`config.mk`:
```
export PLATFORM = sky130hd
export DESIGN_NAME = countdown_timer_param
export DESIGN_NICKNAME = d
export VERILOG_FILES = /design/src/rtl/countdown_timer_param.sv
export SDC_FILE = /design/constraint.sdc
export NUM_CORES = 1
export LEC_CHECK = 0
export CAP_MARGIN = 5
export CORE_ASPECT_RATIO = 1.2
export CORE_UTILIZATION = 30
export CTS_CLUSTER_DIAMETER = 150
export DETAILED_ROUTE_END_ITERATION = 10
export DONT_BUFFER_PORTS = 1
export PLACE_DENSITY_LB_ADDON = 0.25
export SETUP_SLACK_MARGIN = 0.3
export SYNTH_ARGS = -nofsm -noshare
export SYNTH_HDL_FRONTEND = slang
export SYNTH_SLANG_ARGS = --single-unit
```
`constraint.sdc`:
```
create_clock -name clock -period 5.9 [get_ports clock]
set_clock_uncertainty 0.15 [all_clocks]
set_input_delay 1.18 -clock clock [delete_from_list [all_inputs] [get_ports clock]]
set_output_delay 1.18 -clock clock [all_outputs]
set_load 0.005 [all_outputs]
```
`src/rtl/countdown_timer_param.sv`:
```
// Parametrised countdown timer: counts a latched period down to zero once per prescaled tick,
// with pause/resume, synchronous clear and one-shot or auto-reload operation.
`timescale 1ns/1ps

module countdown_timer_param #(
   parameter int WIDTH         = 4,
   parameter int TICKS_PER_SEC = 50_000_000
) (
   input  logic             clock,
   input  logic             reset,
   input  logic [WIDTH-1:0] period_i,
   input  logic             mode_i,
   input  logic             start_i,
   input  logic             pause_i,
   input  logic             clear_i,
   output logic [WIDTH-1:0] count_o,
   output logic             tick_o,
   output logic             finished_o,
   output logic             done_o,
   output logic             running_o,
   output logic             paused_o
);

   localparam int PW = (TICKS_PER_SEC > 1) ? $clog2(TICKS_PER_SEC) : 1;
   localparam logic [PW-1:0]    TERM = PW'(TICKS_PER_SEC - 1);
   localparam logic [WIDTH-1:0] ONE  = WIDTH'(1);

   typedef enum logic [1:0] {IDLE, RUN, PAUSED, DONE} state_t;

   state_t           state_q, state_d;
   logic [PW-1:0]    pre_q, pre_d;
   logic [WIDTH-1:0] period_q, period_d;
   logic             mode_q, mode_d;
   logic [WIDTH-1:0] count_d;
   logic             tick_d, finished_d;

   always_ff @(posedge clock) begin
      if (!reset) begin
         state_q    <= IDLE;
         pre_q      <= '0;
         period_q   <= '0;
         mode_q     <= 1'b0;
         count_o    <= '0;
         tick_o     <= 1'b0;
         finished_o <= 1'b0;
      end else begin
         state_q    <= state_d;
         pre_q      <= pre_d;
         period_q   <= period_d;
         mode_q     <= mode_d;
         count_o    <= count_d;
         tick_o     <= tick_d;
         finished_o <= finished_d;
      end
   end

   // Pulses default low; a zero count in RUN can only mean auto-reload, so it reloads.
   always_comb begin
      state_d    = state_q;
      pre_d      = pre_q;
      period_d   = period_q;
      mode_d     = mode_q;
      count_d    = count_o;
      tick_d     = 1'b0;
      finished_d = 1'b0;
      if (clear_i) begin
         state_d = IDLE;
         pre_d   = '0;
         count_d = period_i;
      end else begin
         case (state_q)
            IDLE, DONE: begin
               count_d = (state_q == IDLE) ? period_i : '0;
               if (start_i) begin
                  period_d = period_i;
                  mode_d   = mode_i;
                  pre_d    = '0;
                  if (period_i != '0) begin
                     state_d = RUN;
                     count_d = period_i;
                  end else begin
                     state_d    = DONE;
                     count_d    = '0;
                     finished_d = 1'b1;
                  end
               end
            end
            RUN: begin
               if (pause_i && !start_i) begin
                  state_d = PAUSED;
               end else if (pre_q == TERM) begin
                  pre_d  = '0;
                  tick_d = 1'b1;
                  if (count_o > ONE) begin
                     count_d = count_o - ONE;
                  end else if (count_o == ONE) begin
                     count_d    = '0;
                     finished_d = 1'b1;
                     if (!mode_q) state_d = DONE;
                  end else begin
                     count_d = period_q;
                  end
               end else begin
                  pre_d = pre_q + PW'(1);
               end
            end
            PAUSED: begin
               if (start_i) state_d = RUN;
            end
            default: state_d = IDLE;
         endcase
      end
   end

   assign running_o = (state_q == RUN);
   assign paused_o  = (state_q == PAUSED);
   assign done_o    = (state_q == DONE);

endmodule
```
== Word level (Yosys, flattened, before mapping) ==
Cells that the tools add are included.
Operators by class
  $add $sub $neg: 2
  multipliers: 0
  divide/modulo/power cells: 0
  order comparisons: 1
  equal/unequal tests: 14
  shift-type cells: 0
  muxes and demuxes: 30
  bitwise gates (word level): 3
  reduce and logical (&&, ||, !) cells: 13
Operators by type and width (count)
  $mux W26: 3
  $pmux W26 S2: 1
  $mux W4: 8
  $add A26 B1 Y26 const B: 1
  $eq A26 B26 Y1 const B: 1
  $mux W2: 8
  $reduce_and A3 Y1: 3
  $pmux W4 S2: 1
  $mux W1: 7
  $ne A2 B2 Y1 const B: 3
  $ne A3 B1 Y1 const B: 2
  $ne A3 B2 Y1 const B: 2
  $ne A3 B3 Y1 const B: 2
  $pmux W2 S3: 1
  $reduce_and A6 Y1: 1
  $eq A2 B2 Y1 const B: 2
  $eq A4 B1 Y1 const B: 1
  $gt A4 B1 Y1 const B: 1
  $reduce_bool A4 Y1: 1
  $reduce_or A2 Y1: 2
  $reduce_or A4 Y1: 1
  $sub A4 B1 Y4 const B: 1
  $not A1 Y1: 3
  $reduce_bool A3 Y1: 1
  6 further kinds: 6
Word-level totals
  register bits after elaboration: 39
  latch bits: 0
  memory bits (writable): 0
  bits in read-only memories: 0
  output and inout bits: 9
  word-level logic and storage cells: 70
  memories kept: 0

== Logic depth before layout (Yosys ltp) ==
Gate-level depths: netlist of the first run.
  depth in word-level cells: 7
  depth in mapped cells: 8
  mapped depth without buffers: 7

== Worst setup path before layout of the first run ==
Ideal clock, no wire load.
  path kind: input -> register
  start point: input port start_i
  end point: register mode_q
  library setup time: 0.116 ns
  data arrival time: 2.369 ns
  data required time: 5.634 ns
  slack: 3.265 ns
  stages: 5
  buffers on the path: 1
  cell sequence: clkbuf_1 inv_1 nor3_1 mux2i_1 nor2b_1
Between the ends
  word-level cells in the longest chain between the ends: 1
RTL lines
  start, declared: line 13  | input logic start_i,
  $reduce_and A3 Y1 (no source line)
  end signal, assigned: line 50  | mode_q <= mode_d;
  end, declared: line 33  | logic mode_q, mode_d;
No other way between the ends.
A chain may end at the register's enable or synchronous reset.

== Final worst setup path of the first run ==
  start point: register state_q[0]
  end point: register count_o[1]
Between the ends
  elaborated cells between the ends (all ways): 12
RTL lines
  start, declared: line 30  | state_t state_q, state_d;
  start signal, assigned: line 47  | state_q <= state_d;
  $eq A2 B1 Y1 (*)
  named net running_o: line 20  | output logic running_o,
  $ne A3 B2 Y1 (no source line) (tied with other cells)
  $reduce_and A3 Y1 (no source line) / $mux W4 (equally long branches)
  end signal, assigned: line 51  | count_o <= count_d;
  end, declared: line 16  | output logic [WIDTH-1:0] count_o,
Mark *: on every way through the listed nets, which the timed path passes. The rest lies on a longest branch.

==> results of run 1 <==
[final timing paths]
kind / from / to / slack [ns] / depth (start not counted)
worst min-delay path: pre_q[23]$_SDFFE_PP0P_ / pre_q[23]$_SDFFE_PP0P_ / 0.33 / 1
worst min register to register: pre_q[23]$_SDFFE_PP0P_ / pre_q[23]$_SDFFE_PP0P_ / 0.33 / 1
worst max-delay path: state_q[0]$_SDFFE_PP0P_ / count_o[1]$_SDFFE_PN0P_ / 3.18 / 6
worst max register to register: state_q[0]$_SDFFE_PP0P_ / count_o[1]$_SDFFE_PN0P_ / 3.18 / 6
[cells in the mapped netlist (all sizes together), types with 3 or more instances]
| master | number |
|---|---|
| nand2 | 34 |
| nand2b | 3 |
| a21oi | 13 |
| and2 | 4 |
| clkbuf | 12 |
| a31oi | 13 |
| nand4 | 12 |
| nor2b | 9 |
| inv | 8 |
| nor3 | 12 |
| dfxtp | 39 |
| a22oi | 5 |
| nor4 | 4 |
| ha | 7 |
| or4 | 3 |
| buf | 5 |
| mux2i | 8 |
| and3 | 9 |
| nand3 | 19 |
| o21ai | 14 |
| o211ai | 6 |
| or3b | 4 |
| nor3b | 5 |
| nor2 | 16 |
[sequential cells by signal (all words and copies together), names as in the netlist]
signal / flops
state_q: 2
tick_o: 1
period_q: 4
pre_q: 26
mode_q: 1
count_o: 4
finished_o: 1
[where the power goes]
| group | total, W | switching (W) | internal (W) |
|---|---|---|---|
| Sequential | 0.000275 | 0.00000666 | 0.000268 |
| Combinational | 0.0000576 | 0.0000354 | 0.0000222 |
| Clock | 0.000238 | 0.000101 | 0.000137 |
| Total | 0.000570 | 0.000143 | 0.000427 |
[per-layer routing]
layer	GRT usage (%)	share of wire (%)	vias up
met4	3.85	1.5	0
li1	-	-	1114
met5	0	0	-
met1	18.9	45	1116
met3	3.90	4.5	8
met2	26.9	49	44
[logic make-up (layout without fill, tap and decap cells)]
kind of cell | after synthesis | in the layout
AOI/OAI and AO/OA | 74 | 74
and+or+nand+nor | 145 | 145
DFF | 39 | 39
adders and majority gates | 7 | 7
muxes | 8 | 8
buffers and inverters | 26 | 21
[worst reg2reg max path: stages, from the launching register on]
cell and delay [ns]:
dfxtp_1 0.40, ha_1 0.47, clkinv_1 0.38, a21oi_1 0.37, nand3_1 0.28, a222oi_1 0.46, nor3b_1 0.09
[area by class of cell]
cell class              count  area share (%)
clock buffers               6            3.21
clock inverters             2            1.36
inverters                   9            1.31
multi-input cells         234            58.1
well taps                  92            4.48
repair buffers              4            1.17
flip-flops and latches     39            30.4
[per-stage QoR]
stage | hold WS (ns) | cells
CTS | 0.335 | 386
global placement | 0.315 | 378
finish | 0.330 | 386
floorplan | 0.289 | 299
global route | 0.357 | 386
detailed placement | 0.311 | 378
==> metrics.md, run 1 <==
| Metric | Value |
|---|---|
| Peak supply drop | 0.0923 mV |
| CTS resizes | 0 |
| Diodes inserted | 0 |
| Post-Synth Adder-Cell Area | about 3.7% |
| # clock sinks | 39 |
| Family with the most delay on the worst path | compound AO/OA/AOI/OAI gates |
| Synth top area share | approximately 33% |
| Max frequency | approximately 370 MHz |
| Synth area leader | dfxtp_1 |
| Cells along the critical path | ha_1 -> clkinv_1 -> a21oi_1 -> nand3_1 -> a222oi_1 -> nor3b_1 |
| Die width | between 80 and 90 µm |
| Hold Path Class | reg -> reg |
| Worst Path Buf+Inv | 1 |
| Post-synth EDFFs | 0 |
| Critical path type | reg -> reg |
| Compound-Gate Fraction of Synth Area | between 20% and 30% |
| Pwr Total | ~0.00057 W |
| Max Cap Viol | 0 |
| Outcome | finished clean |
| DR vias/cell | between 5 and 6 |
| Slowest CP cell | ha_1 |
| Top_reg_cell synth | dfxtp_1 |
| Number of nets still failing antenna checks after routing | 0 |
| I/O pin cnt | 19 |
| CTS tree | done |
| FILL cells | between 800 and 900 |
| Die height | around 99 µm |
| CTS root buf | clkbuf_8 |
| Gr usage total | between 10% and 20% |
| Synth area leaders | dfxtp_1 33%, nand2_1 5.4%, nand3_1 3.8% |
| CP Max Fanout | 11 |
| TritonRoute pass-1 iters | 4 |
| Final HPWL DP | roughly 4500 µm |
| CP startpoint kind | register |
| Crit path capture type | register |
| Clk slew on worst S/H paths | roughly 0.090 ns |
| Syn nets | roughly 320 |
| Synth Area in XOR/XNOR | 0% |
| WP data required | 5.93 ns |
| RSZ-0062 raised after global routing | no |
| Ys async rst share | 0% |
| Post-route DRC | 0 |
| Period utilisation layout | between 40% and 50% |
| Max Root-Sink Buffers | 2 |
| Synth Instances | around 300 |
| Row cnt | 35 |
| Mean post-synth cell area | a little under 8 µm² |
| Hold_buf cts | 0 |
| Routed len/inst | about 16 µm |
| Sequential element share of the synthesized area | between 30% and 40% |
| YS warnings | 0 |
| Die area | 8280 µm² |
| WL final | just over 6000 µm |
| Simple-gate share of the synthesized area | between 30% and 40% |
| Largest net degree at the start of global routing | 28 |
| Final core occ | between 30 and 40% |
| Worst Tran Pin Value | between 0.8 and 0.9 ns |
| Final setup TNS | 0 ns |
| PortBufs | 0 |
| Initial Util | 31.0% |
| Distinct cells, synth | 56 |
| Worst Slack Setup Final | ~3.2 ns |
| Cell Area, Synth | ~2400 µm² |
| Critical path data arrival time | ~2.8 ns |
| Fin area | about 2600 µm² |
| Routed vias | 2282 |
| Layout area overhead | 8.16% |
| Later-pin clock latency in the skew report | 0.30 ns |
| Slew HR | 41.9% |
| Pre-CTS setup slack | roughly 3.0 ns |
| Final setup viols | 0 |
| Flops & latches, synth | 39 |
| Pins Over Slew Limit | 0 |
| Share of cells above drive strength 1 | under 10% |
| Setup Fix Bufs, Post-CTS | 0 |
| TritonCTS Buffers | 5 |
| Final Net Count | 310 |
| CP max stage delay | 0.47 ns |
| Fin. Hold Viols | 0 |
| Main combinational cell family by area after synthesis | simple AND/OR/NAND/NOR gates |
| Cell Area, Placed | about 2500 µm² |
| Grt ovf | 0 |
| Minimum clock period after layout | between 2 and 3 ns |
| Multi-input gate area | about 1500 µm² |
| Leakage | roughly 0.8 nW |
| Antenna violations before repair | 0 |
| Power per cell area | between 200 and 250 nW/µm² |
| Routability congestion estimate | around 0.8 |
| Vias in the first global route | around 2100 |
| Most frequent cells in the layout | 39 x dfxtp_1, 34 x nand2_1, 18 x nand3_1 |
| # H-tree levels | 2 |
| First-pass GRT wire length | ~10000 µm |
| Drt initial violations | around 130 |
| Mux share of post-synthesis cell area | 3.37% |
| Placeable Area | about 7700 µm² |
| Commonest non-fill, non-tap cell in the layout | dfxtp_1 |
| FF/Latch Area | about 800 µm² |
No activity file was read; power rests on OpenSTA's default activity.
==> run 2, diff against run 1 <==
- clock period: 5.9 -> 2.7 ns (I/O delays scaled with it)
==> metrics.md, run 2 (same netlist as run 1, synthesis figures left out) <==
| Metric | Value |
|---|---|
| Outcome | finished clean |
| Row cnt | 35 |
| Clk slew on worst S/H paths | 0.08 ns |
| Drt initial violations | between 100 and 150 |
| Gr usage total | around 17% |
| WL final | 6660 µm |
| Pre-CTS setup slack | roughly 0.31 ns |
| Slew HR | 63.7% |
| CP Capture Point | pre_q[15]$_SDFFE_PP0P_ |
| Max Root-Sink Buffers | 2 |
| Placeable Area | between 7000 and 8000 µm² |
| Critical path type | reg -> reg |
| Post-route DRC | 0 |
| Final setup viols | 0 |
| Vias in the first global route | approximately 2300 |
| Biggest register | pre_q |
| Crit path capture type | register |
| Die width | around 83 µm |
| Leakage | 0.875 nW |
| Largest net degree at the start of global routing | 19 |
| First-pass GRT wire length | 11300 µm |
| CP Max Fanout | 8 |
| CTS root buf | clkbuf_8 |
| CP startpoint kind | register |
| Routed len/inst | about 17 µm |
| R2R cell count | 7 |
| Max FFs per register | 26 |
| Diodes inserted | 0 |
| # H-tree levels | 2 |
| Final setup TNS | 0 ns |
| CP startpoint | pre_q[9]$_SDFFE_PP0P_ |
| Commonest non-fill, non-tap cell in the layout | dfxtp_1 |
| CTS tree | done |
| Critical path data arrival time | between 2 and 2.5 ns |
| DR vias/cell | around 5.7 |
| Number of nets still failing antenna checks after routing | 0 |
| Peak supply drop | just over 0.2 mV |
| I/O pin cnt | 19 |
| Grt ovf | 0 |
| TritonRoute pass-1 iters | 5 |
| # clock sinks | 39 |
| Die area | 8280 µm² |
| Max frequency | 433 MHz |
| Most frequent cells in the layout | 38 x dfxtp_1, 34 x nand2_1, 20 x buf_4 |
| Worst Tran Pin Value | about 0.54 ns |
| Worst Slack Setup Final | 0.390 ns |
| Power per cell area | about 420 nW/µm² |
| Hold Path Class | in -> reg |
| Die height | about 99 µm |
| Final Net Count | between 300 and 400 |
| Minimum clock period after layout | 2.31 ns |
| R2R Setup Slk | a little under 0.4 ns |
| Routability congestion estimate | approximately 0.81 |
| PortBufs | 0 |
| Final HPWL DP | just under 5000 µm |
| Largest registers | pre_q (26), count_o (4), period_q (4) |
| Reg2reg end | pre_q[15]$_SDFFE_PP0P_ |
| Layout area overhead | 13.1% |
| Share of cells above drive strength 1 | between 10% and 20% |
| Fin. Hold Viols | 0 |
| Routed vias | ~2300 |
| WP data required | ~2.7 ns |
| FILL cells | slightly above 800 |
| TritonCTS Buffers | 5 |
| Antenna violations before repair | 0 |
| RSZ-0062 raised after global routing | no |
| Max Cap Viol | 0 |
| Pins Over Slew Limit | 0 |
| Period utilisation layout | between 80% and 90% |
| RR Startpoint | pre_q[9]$_SDFFE_PP0P_ |
| Later-pin clock latency in the skew report | 0.29 ns |
| Initial Util | between 30% and 40% |
| Hold_buf cts | 0 |
==> run 2: area by class of cell <==
cell class                      instances  area (µm²)  area share, %
Tap cell                               92         115           4.28
Clock buffer                            6        72.6           2.70
Timing Repair Buffer                   21         161           6.01
Inverter                                9        33.8           1.26
Multi-Input combinational cell        234        1520           56.7
Sequential cell                        39         782           29.1
==> run 2: what timing repair did <==
action                                 4_1_cts  5_1_grt
endpoints found under the hold margin        0        0
setup buffers                                0        1
pin swaps                                    0        2
setup endpoints to repair                    1        9
resized for setup                            1        8
==> run 2: how the worst min path moves through the flow <==
stage / start / end / slack [ns] / cells after the start
4_1_cts: reset / count_o[2]$_SDFFE_PN0P_ / 0.21 / 1
6_report: reset / count_o[2]$_SDFFE_PN0P_ / 0.22 / 1
3_5_place_dp: pre_q[23]$_SDFFE_PP0P_ / pre_q[23]$_SDFFE_PP0P_ / 0.32 / 1
2_1_floorplan: pre_q[23]$_SDFFE_PP0P_ / pre_q[23]$_SDFFE_PP0P_ / 0.29 / 1
3_3_place_gp: pre_q[23]$_SDFFE_PP0P_ / pre_q[23]$_SDFFE_PP0P_ / 0.32 / 1
5_1_grt: reset / count_o[2]$_SDFFE_PN0P_ / 0.20 / 1
==> run 2: routing by layer <==
metal	up-vias	GRT usage (%)	routed length, µm
li1	1147	-	-
met1	1075	20.3	2870
met2	62	29.1	3290
met3	9	3.98	404
met4	0	6.10	97
met5	-	0	0
==> run 2: power breakdown <==
group	switching [W]	total, W	internal [W]
clock network	0.000205	0.000377	0.000173
registers	0.0000157	0.000602	0.000586
logic	0.0000802	0.000138	0.0000573
==> run 2: critical path: stages (launching register included) <==
cell     delay [ns]
dfxtp_1        0.36
or4b_4         0.57
nor4_4         0.27
buf_4          0.18
a21oi_2        0.11
buf_4          0.19
nor3b_1        0.14
o31a_1         0.23
==> run 2: metrics by stage <==
step | cells | cell area (µm²) | total power, W | util, % | hold slack (ns)
after floorplan | 299 | 2380 | 0.000710 | - | 0.289
after global placement | 394 | 2570 | 0.000752 | 33.6 | 0.315
after detailed placement | 394 | 2570 | 0.000751 | 33.6 | 0.317
after CTS | 400 | 2650 | 0.00113 | 34.6 | 0.207
after global routing | 401 | 2690 | 0.00117 | 35.1 | 0.201
final | 401 | 2690 | 0.00112 | 35.1 | 0.217
==> run 3, diff against run 2 <==
- CORE_UTILIZATION: 30 -> 35
==> metrics.md, run 3 (same netlist as run 1, synthesis figures left out) <==
| Metric | Value |
|---|---|
| Grt ovf | 0 |
| Leakage | between 0.9 and 1 nW |
| Routability congestion estimate | about 0.82 |
| DR vias/cell | ~5.9 |
| Period utilisation layout | about 86% |
| FILL cells | about 700 |
| Biggest register | pre_q |
| RR Startpoint | pre_q[9]$_SDFFE_PP0P_ |
| TritonCTS Buffers | 5 |
| Clk slew on worst S/H paths | around 0.080 ns |
| Die height | 92.3 µm |
| Max FFs per register | 26 |
| Row cnt | 32 |
| CTS root buf | clkbuf_8 |
| Layout area overhead | 15.1% |
| Initial Util | between 30 and 40% |
| Die area | roughly 7000 µm² |
| Critical path data arrival time | 2.37 ns |
| Placeable Area | 6490 µm² |
| TritonRoute pass-1 iters | 4 |
| Share of cells above drive strength 1 | between 10% and 20% |
| CP startpoint | pre_q[9]$_SDFFE_PP0P_ |
| Critical path type | reg -> reg |
| First-pass GRT wire length | between 10000 and 15000 µm |
| Pwr Total | around 0.0013 W |
| Outcome | finished clean |
| WP data required | ~2.7 ns |
| Peak supply drop | ~0.24 mV |
| Dpl cells | about 390 |
| Power per cell area | roughly 460 nW/µm² |
| Gate power share | 11.6% |
| Final setup viols | 0 |
| Routed len/inst | ~16 µm |
| Largest net degree at the start of global routing | 21 |
| Cells on Worst Hold Path | 1 |
| Pins Over Slew Limit | 0 |
| Clk pwr share | 41.0% |
| Final HPWL DP | about 4700 µm |
| Most frequent cells in the layout | 39 x dfxtp_1, 34 x nand2_1, 20 x buf_4 |
| Hold_buf cts | 0 |
| Sequential power share | a little under half |
| I/O pin cnt | 19 |
| Worst Tran Pin Value | 0.611 ns |
| Diodes inserted | 0 |
| Max Root-Sink Buffers | 2 |
| Non-Filler Instances | around 400 |
| Final setup TNS | 0 ns |
| Largest registers | pre_q (26), count_o (4), period_q (4) |
| R2R Setup Slk | about 0.37 ns |
| Die width | between 70 and 80 µm |
| Hold Path Class | in -> reg |
| Post-route DRC | 0 |
| WL final | 6520 µm |
| Drt initial violations | around 150 |
| P_int | roughly 0.00095 W |
| # clock sinks | 39 |
| Antenna violations before repair | 0 |
| Later-pin clock latency in the skew report | about 0.30 ns |
| Commonest non-fill, non-tap cell in the layout | dfxtp_1 |
| Max Cap Viol | 0 |
| Reg2reg end | count_o[0]$_SDFFE_PN0P_ |
| PortBufs | 0 |
| Crit path capture type | register |
| Switch Pwr | ~0.00032 W |
| RSZ-0062 raised after global routing | yes |
| Slew HR | between 50% and 60% |
| CP startpoint kind | register |
| Vias in the first global route | 2124 |
| CTS tree | done |
| Max frequency | ~430 MHz |
| Switching portion of total power | 25.3% |
| R2R cell count | 6 |
| CP Capture Point | count_o[0]$_SDFFE_PN0P_ |
| Final Net Count | 329 |
| Fin. Hold Viols | 0 |
| Routed vias | about 2400 |
| Minimum clock period after layout | between 2 and 2.5 ns |
| CP Max Fanout | 6 |
| # H-tree levels | 2 |
| Number of nets still failing antenna checks after routing | 0 |
| Gr usage total | a little under a fifth |
[run 3: final cells by class]
| type | instances | area [µm²] | area share (%) |
|---|---|---|---|
| clock buffer | 6 | 82.6 | 3.02 |
| clock inverter | 2 | 35.0 | 1.28 |
| inverter | 9 | 33.8 | 1.24 |
| multi-input combinational | 235 | 1530 | 55.9 |
| sequential | 39 | 781 | 28.5 |
| tap | 85 | 106 | 3.89 |
| timing repair buffer | 22 | 166 | 6.08 |
[run 3: power groups by stage]
stage / sequential, W / clock, W / combinational, W
after floorplan: 0.000610 / 0 / 0.0000997
after detailed placement: 0.000615 / 0 / 0.000142
after CTS: 0.000601 / 0.000531 / 0.000143
after global placement: 0.000615 / 0 / 0.000140
after global routing: 0.000603 / 0.000548 / 0.000163
final: 0.000602 / 0.000521 / 0.000148
[run 3: timing repair]
item / CTS / global route
hold endpoints to repair: 0 / 0
setup endpoints to repair: 2 / 15
buffers inserted: 1 / 1
gates resized for setup: 1 / 7
gates cloned: 0 / 2
pin swaps: 0 / 1
[run 3: stage by stage]
step | hold slack (ns) | instance area (µm²) | util, % | setup WS [ns]
finish | 0.206 | 2740 | 42.2 | 0.369
global route | 0.201 | 2740 | 42.2 | 0.264
CTS | 0.199 | 2690 | 41.4 | 0.302
detailed placement | 0.313 | 2560 | 39.4 | 0.303
global placement | 0.313 | 2560 | 39.4 | 0.321
floorplan | 0.289 | 2380 | - | 0.428
[run 3: per-layer routing]
layer	up-vias	track usage, %	share of wire, %
li1	1157	-	-
met1	1132	22.4	44
met2	61	31.1	50
met3	9	3.48	4.1
met4	0	8.33	1.9
met5	-	0	0
[run 3: worst max-delay path, cell delays in order (launching register included)]
cell      delay, ns
dfxtp_1        0.36
or4b_4         0.56
nor4_4         0.30
buf_4          0.19
nand3_1        0.16
a222oi_1       0.40
nor3b_1        0.09
[run 3: how the worst min path moves through the flow]
stage | from | end | slack (ns)
after floorplan | pre_q[23]$_SDFFE_PP0P_ | pre_q[23]$_SDFFE_PP0P_ | 0.29
after global placement | pre_q[23]$_SDFFE_PP0P_ | pre_q[23]$_SDFFE_PP0P_ | 0.31
after detailed placement | pre_q[23]$_SDFFE_PP0P_ | pre_q[23]$_SDFFE_PP0P_ | 0.31
after CTS | reset | count_o[2]$_SDFFE_PN0P_ | 0.20
after global routing | reset | count_o[3]$_SDFFE_PN0P_ | 0.20
final | reset | count_o[2]$_SDFFE_PN0P_ | 0.21
